--- src/rtl/data_bus_if_pkg.sv ---
// Shared definitions for the memory-stage data-bus master: FSM encodings
// and the common pipeline constants.
package data_bus_if_pkg;

  typedef enum logic [1:0] {
    BUS_IDLE           = 2'b00,
    BUS_BUSY           = 2'b01,
    BUS_WAIT_FOR_STALL = 2'b10
  } bus_state_e;

  localparam int          RegBus   = 32;
  localparam logic [31:0] ZeroWord = 32'h0000_0000;
  localparam logic        Stop     = 1'b1;
  localparam logic        NoStop   = 1'b0;

endpackage

--- src/rtl/data_bus_if_if.sv ---
// Wishbone classic bus bundle between the data-bus master and its slave.
interface data_bus_if_if;

  logic [31:0] wb_data_i;
  logic        wb_ack_i;
  logic [31:0] wb_addr_o;
  logic [31:0] wb_data_o;
  logic        wb_we_o;
  logic [3:0]  wb_sel_o;
  logic        wb_stb_o;
  logic        wb_cyc_o;

  modport master (
    input  wb_data_i, wb_ack_i,
    output wb_addr_o, wb_data_o, wb_we_o, wb_sel_o, wb_stb_o, wb_cyc_o
  );

  modport slave (
    output wb_data_i, wb_ack_i,
    input  wb_addr_o, wb_data_o, wb_we_o, wb_sel_o, wb_stb_o, wb_cyc_o
  );

endinterface

--- src/rtl/data_bus_if.sv ---
// Memory-stage data-bus master: turns each mem-stage load/store into one
// Wishbone classic cycle and stalls the pipeline until it completes.
//
// Handshake: a request is taken in IDLE when cpu_ce_i=1 and flush=0;
// stallreq stays high until the cycle in which wb_ack_i (or a timeout or
// flush) ends the transfer, and that cycle presents the load data.
module data_bus_if
  import data_bus_if_pkg::*;
#(
  parameter int TIMEOUT_CYCLES = 255,
  parameter int CNT_W          = 16
) (
  input  logic              clk,
  input  logic              rst,
  input  logic [5:0]        stall,
  input  logic              flush,
  input  logic              cpu_ce_i,
  input  logic              cpu_we_i,
  input  logic [31:0]       cpu_addr_i,
  input  logic [3:0]        cpu_sel_i,
  input  logic [31:0]       cpu_data_i,
  output logic [RegBus-1:0] cpu_data_o,
  output logic              stallreq,
  output logic              bus_err_o,
  data_bus_if_if.master     wb,
  output bus_state_e        dbg_state
);

  bus_state_e  state, state_nxt;
  logic [CNT_W-1:0] cnt;
  logic [31:0] rd_buf;
  logic [31:0] addr_q, wdata_q;
  logic [3:0]  sel_q;
  logic        we_q, stb_q, cyc_q;

  logic accept, ack_done, abort, timeout_hit, waiting;

  assign wb.wb_addr_o = addr_q;
  assign wb.wb_data_o = wdata_q;
  assign wb.wb_we_o   = we_q;
  assign wb.wb_sel_o  = sel_q;
  assign wb.wb_stb_o  = stb_q;
  assign wb.wb_cyc_o  = cyc_q;
  assign dbg_state    = state;

  // Events that end or start a transfer; flush takes priority over ack.
  assign accept      = (state == BUS_IDLE) && cpu_ce_i && !flush;
  assign abort       = (state == BUS_BUSY) && flush;
  assign ack_done    = (state == BUS_BUSY) && wb.wb_ack_i && !flush;
  assign waiting     = (state == BUS_BUSY) && !wb.wb_ack_i && !flush;
  assign timeout_hit = waiting && (cnt == CNT_W'(TIMEOUT_CYCLES - 1));

  always_ff @(posedge clk) begin
    if (rst) begin
      state     <= BUS_IDLE;
      cnt       <= '0;
      rd_buf    <= ZeroWord;
      addr_q    <= ZeroWord;
      wdata_q   <= ZeroWord;
      sel_q     <= 4'b0000;
      we_q      <= 1'b0;
      stb_q     <= 1'b0;
      cyc_q     <= 1'b0;
      bus_err_o <= 1'b0;
    end else begin
      state     <= state_nxt;
      bus_err_o <= timeout_hit;
      if (accept) begin
        addr_q  <= cpu_addr_i;
        wdata_q <= cpu_data_i;
        sel_q   <= cpu_sel_i;
        we_q    <= cpu_we_i;
        stb_q   <= 1'b1;
        cyc_q   <= 1'b1;
        cnt     <= '0;
      end else if (ack_done || abort || timeout_hit) begin
        addr_q  <= ZeroWord;
        wdata_q <= ZeroWord;
        sel_q   <= 4'b0000;
        we_q    <= 1'b0;
        stb_q   <= 1'b0;
        cyc_q   <= 1'b0;
      end else if (waiting) begin
        cnt <= cnt + 1'b1;
      end
      if (ack_done) begin
        rd_buf <= we_q ? ZeroWord : wb.wb_data_i;
      end else if (timeout_hit || abort) begin
        rd_buf <= ZeroWord;
      end
    end
  end

  always_comb begin
    state_nxt  = state;
    stallreq   = NoStop;
    cpu_data_o = ZeroWord;
    unique case (state)
      BUS_IDLE: begin
        stallreq = (cpu_ce_i && !flush) ? Stop : NoStop;
        if (accept) state_nxt = BUS_BUSY;
      end
      BUS_BUSY: begin
        if (flush) begin
          state_nxt = BUS_IDLE;
        end else if (wb.wb_ack_i) begin
          cpu_data_o = we_q ? ZeroWord : wb.wb_data_i;
          state_nxt  = (stall != 6'b000000) ? BUS_WAIT_FOR_STALL : BUS_IDLE;
        end else if (timeout_hit) begin
          state_nxt = BUS_WAIT_FOR_STALL;
        end else begin
          stallreq = Stop;
        end
      end
      BUS_WAIT_FOR_STALL: begin
        // Hold the result until the pipeline moves; new requests wait.
        cpu_data_o = rd_buf;
        if (stall == 6'b000000 || flush) state_nxt = BUS_IDLE;
      end
      default: state_nxt = BUS_IDLE;
    endcase
  end

endmodule
--- src/flat_wrapper.sv ---
// flat-port wrapper written by rule: the top's interface ports become plain ports
module data_bus_if_flat import data_bus_if_pkg::*;
#(
  parameter int TIMEOUT_CYCLES = 255,
  parameter int CNT_W          = 16
)
  (clk, rst, stall, flush, cpu_ce_i, cpu_we_i, cpu_addr_i, cpu_sel_i, cpu_data_i, cpu_data_o, stallreq, bus_err_o, dbg_state, wb_wb_data_i, wb_wb_ack_i, wb_wb_addr_o, wb_wb_data_o, wb_wb_we_o, wb_wb_sel_o, wb_wb_stb_o, wb_wb_cyc_o);
  data_bus_if_if wb_i ();
  input  logic clk;
  input  logic rst;
  input  logic [5:0] stall;
  input  logic flush;
  input  logic cpu_ce_i;
  input  logic cpu_we_i;
  input  logic [31:0] cpu_addr_i;
  input  logic [3:0] cpu_sel_i;
  input  logic [31:0] cpu_data_i;
  output logic [RegBus-1:0] cpu_data_o;
  output logic stallreq;
  output logic bus_err_o;
  output bus_state_e dbg_state;
  input wire logic [$bits(wb_i.wb_data_i)-1:0] wb_wb_data_i;
  input wire logic [$bits(wb_i.wb_ack_i)-1:0] wb_wb_ack_i;
  output wire logic [$bits(wb_i.wb_addr_o)-1:0] wb_wb_addr_o;
  output wire logic [$bits(wb_i.wb_data_o)-1:0] wb_wb_data_o;
  output wire logic [$bits(wb_i.wb_we_o)-1:0] wb_wb_we_o;
  output wire logic [$bits(wb_i.wb_sel_o)-1:0] wb_wb_sel_o;
  output wire logic [$bits(wb_i.wb_stb_o)-1:0] wb_wb_stb_o;
  output wire logic [$bits(wb_i.wb_cyc_o)-1:0] wb_wb_cyc_o;
  assign wb_i.wb_data_i = wb_wb_data_i;
  assign wb_i.wb_ack_i = wb_wb_ack_i;
  assign wb_wb_addr_o = wb_i.wb_addr_o;
  assign wb_wb_data_o = wb_i.wb_data_o;
  assign wb_wb_we_o = wb_i.wb_we_o;
  assign wb_wb_sel_o = wb_i.wb_sel_o;
  assign wb_wb_stb_o = wb_i.wb_stb_o;
  assign wb_wb_cyc_o = wb_i.wb_cyc_o;
  data_bus_if #(.TIMEOUT_CYCLES(TIMEOUT_CYCLES), .CNT_W(CNT_W)) u_core (.clk(clk), .rst(rst), .stall(stall), .flush(flush), .cpu_ce_i(cpu_ce_i), .cpu_we_i(cpu_we_i), .cpu_addr_i(cpu_addr_i), .cpu_sel_i(cpu_sel_i), .cpu_data_i(cpu_data_i), .cpu_data_o(cpu_data_o), .stallreq(stallreq), .bus_err_o(bus_err_o), .wb(wb_i), .dbg_state(dbg_state));
endmodule
--- config.mk ---
export PLATFORM = sky130hd
export DESIGN_NAME = data_bus_if_flat
export DESIGN_NICKNAME = d
export VERILOG_FILES = /design/src/rtl/data_bus_if_pkg.sv /design/src/rtl/data_bus_if_if.sv /design/src/rtl/data_bus_if.sv /design/src/flat_wrapper.sv
export SDC_FILE = /design/constraint.sdc
export NUM_CORES = 1
export LEC_CHECK = 0
export ABC_AREA = 1
export CAP_MARGIN = 20
export CORE_MARGIN = 2
export CORE_UTILIZATION = 43
export CTS_CLUSTER_SIZE = 30
export DETAILED_ROUTE_END_ITERATION = 10
export GPL_TIMING_DRIVEN = 0
export PLACE_DENSITY_LB_ADDON = 0.15
export SYNTH_ARGS = -nofsm -noshare
export SYNTH_HDL_FRONTEND = slang
export SYNTH_SLANG_ARGS = --single-unit
--- constraint.sdc ---
create_clock -name clk -period 2 [get_ports clk]
set_input_delay 0.4 -clock clk [delete_from_list [all_inputs] [get_ports clk]]
set_output_delay 0.4 -clock clk [all_outputs]
set_load 0.005 [all_outputs]
* Word-level counts from Yosys, hierarchy flattened
Cells that the tools add are included.
** Storage, ports and cells
- Register bits after elaboration :: 121
- Bits in latches :: 0
- Memory bits (writable) :: 0
- Memory bits (read-only) :: 0
- Output and inout bits :: 107
- Logic and storage cells :: 66
- Memories :: 0
** Operators by class
- Add/sub/neg operators :: 1
- $mul :: 0
- Divide/modulo/power cells :: 0
- Order comparisons :: 0
- Eq/ne operators :: 6
- Shift operators :: 0
- Muxes and demuxes :: 26
- Bitwise operators :: 1
- Reduce and logical (&&, ||, !) cells :: 23
** Operators with widths (count)
- two-way mux 32 bit :: 8
- case mux 32 bit (2 select lines) :: 1
- adder 16 x 1 -> 16 bit (second input constant) :: 1
- equality test 16 x 8 -> 1 bit (second input constant) :: 1
- two-way mux 2 bit :: 6
- logical AND 1 bit :: 9
- two-way mux 4 bit :: 2
- two-way mux 1 bit :: 7
- zero test 6 bit :: 1
- case mux 2 bit (3 select lines) :: 1
- nonzero test 6 bit :: 1
- logical OR 1 bit :: 4
- != test 2 x 1 -> 1 bit (second input constant) :: 2
- != test 4 x 3 -> 1 bit (second input constant) :: 1
- nonzero test 2 bit :: 2
- AND reduction 3 bit :: 1
- equality test 2 x 1 -> 1 bit (second input constant) :: 1
- equality test 2 bit (second input constant) :: 1
- zero test 1 bit :: 2
- zero test 2 bit :: 1
- case mux 1 bit (2 select lines) :: 1
- AND reduction 2 bit :: 1
- OR reduction 2 bit :: 1
- NOT 1 bit :: 1

* Longest topological paths before layout
- Depth after elaboration :: 8
- Depth in mapped cells :: 10
- Mapped depth without buffers :: 10

* Worst setup path after synthesis
Ideal clock, no wire load.
- Path kind :: register -> output
- From :: register u_core.state[1] (netlist: u_core.dbg_state[1])
- To :: output cpu_data_o[0]
- Arrival :: 1368 ps
- Required time :: 1600 ps
- Slack :: 232 ps
- Stages on the path, launching flop included :: 8
- Path through :: dfxtp_1 > inv_1 > ha_1 > inv_2 > nor4_4 > buf_2 > nand2_1 > a21oi_1
** Between the ends
- Longest elaborated chain between the ends :: 2
** RTL lines
- start: declaration :: RTL line data_bus_if.sv:29 : bus_state_e state, state_nxt;
- start signal: assignment :: RTL line data_bus_if.sv:66 : state <= state_nxt;
- equality test 2 bit / equality test 2 x 1 -> 1 bit (equally long branches) :: RTL line data_bus_if.sv:98 : unique case (state)
- case mux 32 bit (2 select lines) * :: RTL line data_bus_if.sv:98
- end: declaration :: RTL line flat_wrapper.sv:18 : output logic [RegBus-1:0] cpu_data_o;
Mark *: on every way between the ends. The rest lies on a longest branch, timed or not.

* Worst setup path after layout
Same ends and word-level chain as after synthesis.

==> key figures <==
Drt
  – Vias: 6160
  – Vias per cell: 5.194
  – Drt pass-1 iters: 6
  – WL/cell: 15.67 µm
  – DRC Markers: 0
  – Drt total wl: 18590 µm
  – Detail Route Antenna Nets: 0
  – First-iteration detailed-routing DRC count: 368

Setup path
  – Critical Path, Cell by Cell: inv_2, ha_4, inv_4, nor4_4, buf_6, buf_6, buf_6, nand2_2, a21oi_1, buf_2
  – Critical-path top delay cell: dfxtp_2
  – FF-to-FF path depth: 10
  – Most used cell, CP: buf_6
  – Crit-path max FO: 5
  – Reg2Reg Setup Slack: 0.14 ns
  – Worst setup EP type: output pin
  – Max stage delay on crit path: 0.33 ns
  – Req. time, crit path: 1.60 ns
  – CP startpoint kind: flop
  – Critical path arrival: 1.91 ns
  – CP Class: reg2out

Placement
  – DP Area: 0.007749 mm²
  – Placed cell count: 1125
  – GP Congestion: 0.8909
  – Final HPWL DP: 12500 µm
  – I/O Buffers: 217
  – Pre-CTS WS: -0.9161 ns

Timing
  – Tcrit/Tclk final: 115.3%
  – FMAX: 433.6 MHz
  – Skew final: 0.01072 ns
  – Final Critical Period: 2.306 ns
  – Setup_tns: -8.164 ns
  – Max-slew violations: 0
  – Final hold vios: 0
  – Setup violations, final: 32
  – Worst Tran Pin Value: 0.5754 ns
  – RSZ-0062 raised after global routing: yes
  – Worst setup margin: -0.3062 ns
  – Slew HR: 61.64%

Clocking
  – Hold_buf cts: 0
  – Skew-Pair Late Insertion Delay: 0.42 ns
  – Clock transition at path regs: 0.06 ns
  – CTS tree: built
  – CTS buffer count: 17
  – Clock sinks: 121
  – Clock buffer depth: 2
  – H-tree Lvls: 4
  – Clk root buf: clkbuf_16

Final layout
  – Final Util: 72.31%
  – Fin cells: 1186
  – Layout cells sized above 1: 20.55%
  – Cell area after layout: 0.008758 mm²
  – P&R area growth vs syn: 63.21%
  – Final #Nets: 1123

Yosys
  – Top FF cell, synth: dfxtp_1
  – Area contributors post-synth: dfxtp_1 (45%), nand2_1 (16%), a21oi_1 (14%), nand4_1 (8.6%), nor2_1 (2.4%)
  – Synth Area per Inst: 7.252 µm²
  – Synthesized cell area: 0.005366 mm²
  – EDFF count, synth: 0
  – Most frequent cell after synthesis: nand2_1
  – Netlist cell types: 28
  – Ys async rst share: 0%
  – Most common library cells after synthesis: nand2_1 (231), a21oi_1 (149), dfxtp_1 (121)
  – Sequential fraction of the synthesis area: 45.14%
  – Largest area contributor in the netlist: dfxtp_1
  – Yosys warning count: 0
  – Mapped Cells: 740
  – Post-synth top area share: 45.14%
  – Syn nets: 858
  – Yosys reg bits: 121

Pwr
  – Pleak: 0.003237 µW
  – Pwr/cell area: 915.9 mW/mm²
  – Peak supply drop: 0.6188 mV

Min path
  – Worst Hold Class: in2reg
  – Min-Delay Path Depth: 4

Floorplanning
  – Initial Util: 44.31%
  – I/O pins: 219
  – Rows: 40
  – Chip width: 115.7 µm
  – Die ar.: 0.01339 mm²
  – Core box area: 0.01211 mm²
  – Die Y: 115.7 µm

GRT
  – Initial antenna violation count: 1
  – Global-route wire length before repair: 28170 µm
  – GRT Total Usage: 26.85%
  – GR Overflow Total: 0
  – Vias in the first global route: 5712
  – Largest net degree at the start of global routing: 17

Flow run
  – Max-cap viol count: 0

Run status
  – Failing checks: setup timing
  – Status: finished with violations
## registers in the layout, summed over array words and instances, names as in the netlist
name                 cells
u_core.cnt              16
u_core.bus_err_o         1
u_core.rd_buf           32
u_core.wb.wb_sel_o       4
u_core.dbg_state         2
u_core.wb.wb_we_o        1
u_core.wb.wb_addr_o     32
u_core.wb.wb_stb_o       1
u_core.wb.wb_data_o     32
## cell families (layout without fill, tap and decap cells)
family / count (synthesis) / in the layout / share of synthesized area, %
and+or+nand+nor: 366 / 366 / 30.68
AOI/OAI and AO/OA: 153 / 153 / 14.34
DFF: 121 / 121 / 45.14
buffers and inverters: 87 / 364 / 7.298
xor gates and xnor gates: 7 / 7 / 1.142
adders and majority gates: 6 / 6 / 1.399
other: 0 / 1 / 0
## layout make-up
type	count	area, µm²
multi-input combinational	532	2808
timing repair buffer	250	2300
sequential	121	2440
buffer	54	305.3
tap	168	210.2
inverter	29	113.9
antenna	1	2.502
clock buffer	20	456.7
clock inverter	11	122.6
fill	981	3353
## cells in the final DEF (no fill, tap or decap), types with 3 or more instances in the layout
cell             synthesis  final
a21oi_1                149    125
a21oi_2                  0     24
buf_1                    7      6
buf_2                   13     41
buf_4                    5     29
buf_6                    4     14
clkbuf_1                29     22
clkbuf_16                0     17
clkbuf_4                 0      4
clkbuf_8                 0      3
clkdlybuf4s50_1          0    182
clkinv_2                 0      3
clkinvlp_4               0      4
dfxtp_1                121    111
dfxtp_2                  0      8
ha_1                     6      3
inv_1                   24     21
inv_2                    4      5
nand2_1                231    203
nand2_2                  3     22
nand2_4                  1     10
nand3_1                 15     14
nand4_1                 74     74
nor2_1                  34     32
nor2_2                   2      3
o21ai_0                  3      3
xnor2_1                  4      4
xor2_1                   3      3
## report_power, final
part | total, µW | switching, µW | internal, µW
combinational | 2250 | 1220 | 1020
clock | 3010 | 1120 | 1890
sequential | 2770 | 132 | 2640
total | 8020 | 2480 | 5550
## worst max-delay path, delay by kind of cell (launching register included)
kind                       cells  cell delay [ns]
AOI/OAI and AO/OA              1             0.13
adders and majority gates      1             0.15
buffers and inverters          6             0.70
DFF                            1             0.33
and+or+nand+nor                2             0.19
## per-layer routing
| layer | track usage [%] | vias to the layer above | routed length [µm] |
|---|---|---|---|
| met5 | 0 | - | 0 |
| met4 | 7.540 | 0 | 330 |
| met3 | 11.14 | 32 | 1687 |
| met2 | 45.03 | 240 | 9131 |
| met1 | 31.74 | 2863 | 7440 |
| li1 | - | 3025 | - |
## per-stage QoR
stage	hold slack (ns)	power (µW)
finish	0.4417	8022
global route	0.4705	8367
CTS	0.4544	7916
detailed placement	0.4524	4717
global placement	0.4479	4707
floorplan	0.4395	3746
## what timing repair did
action | 4_1_cts | 5_1_grt
pin swaps | 16 | 18
gates cloned | 3 | 0
buffers inserted | 22 | 9
gates resized for setup | 197 | 57
setup endpoints to repair | 33 | 38
## worst paths after layout
check | start | endpoint
hold / removal | rst | u_core.cnt[1]$_SDFFE_PP0P_
setup / recovery | u_core.dbg_state[1]$_SDFFE_PP0P_ | cpu_data_o[0]
hold reg to reg | u_core.rd_buf[28]$_SDFFE_PP0P_ | u_core.rd_buf[28]$_SDFFE_PP0P_
setup reg to reg | u_core.dbg_state[1]$_SDFFE_PP0P_ | u_core.wb.wb_sel_o[1]$_SDFFE_PP0P_
(Power assumes the default switching activity.)
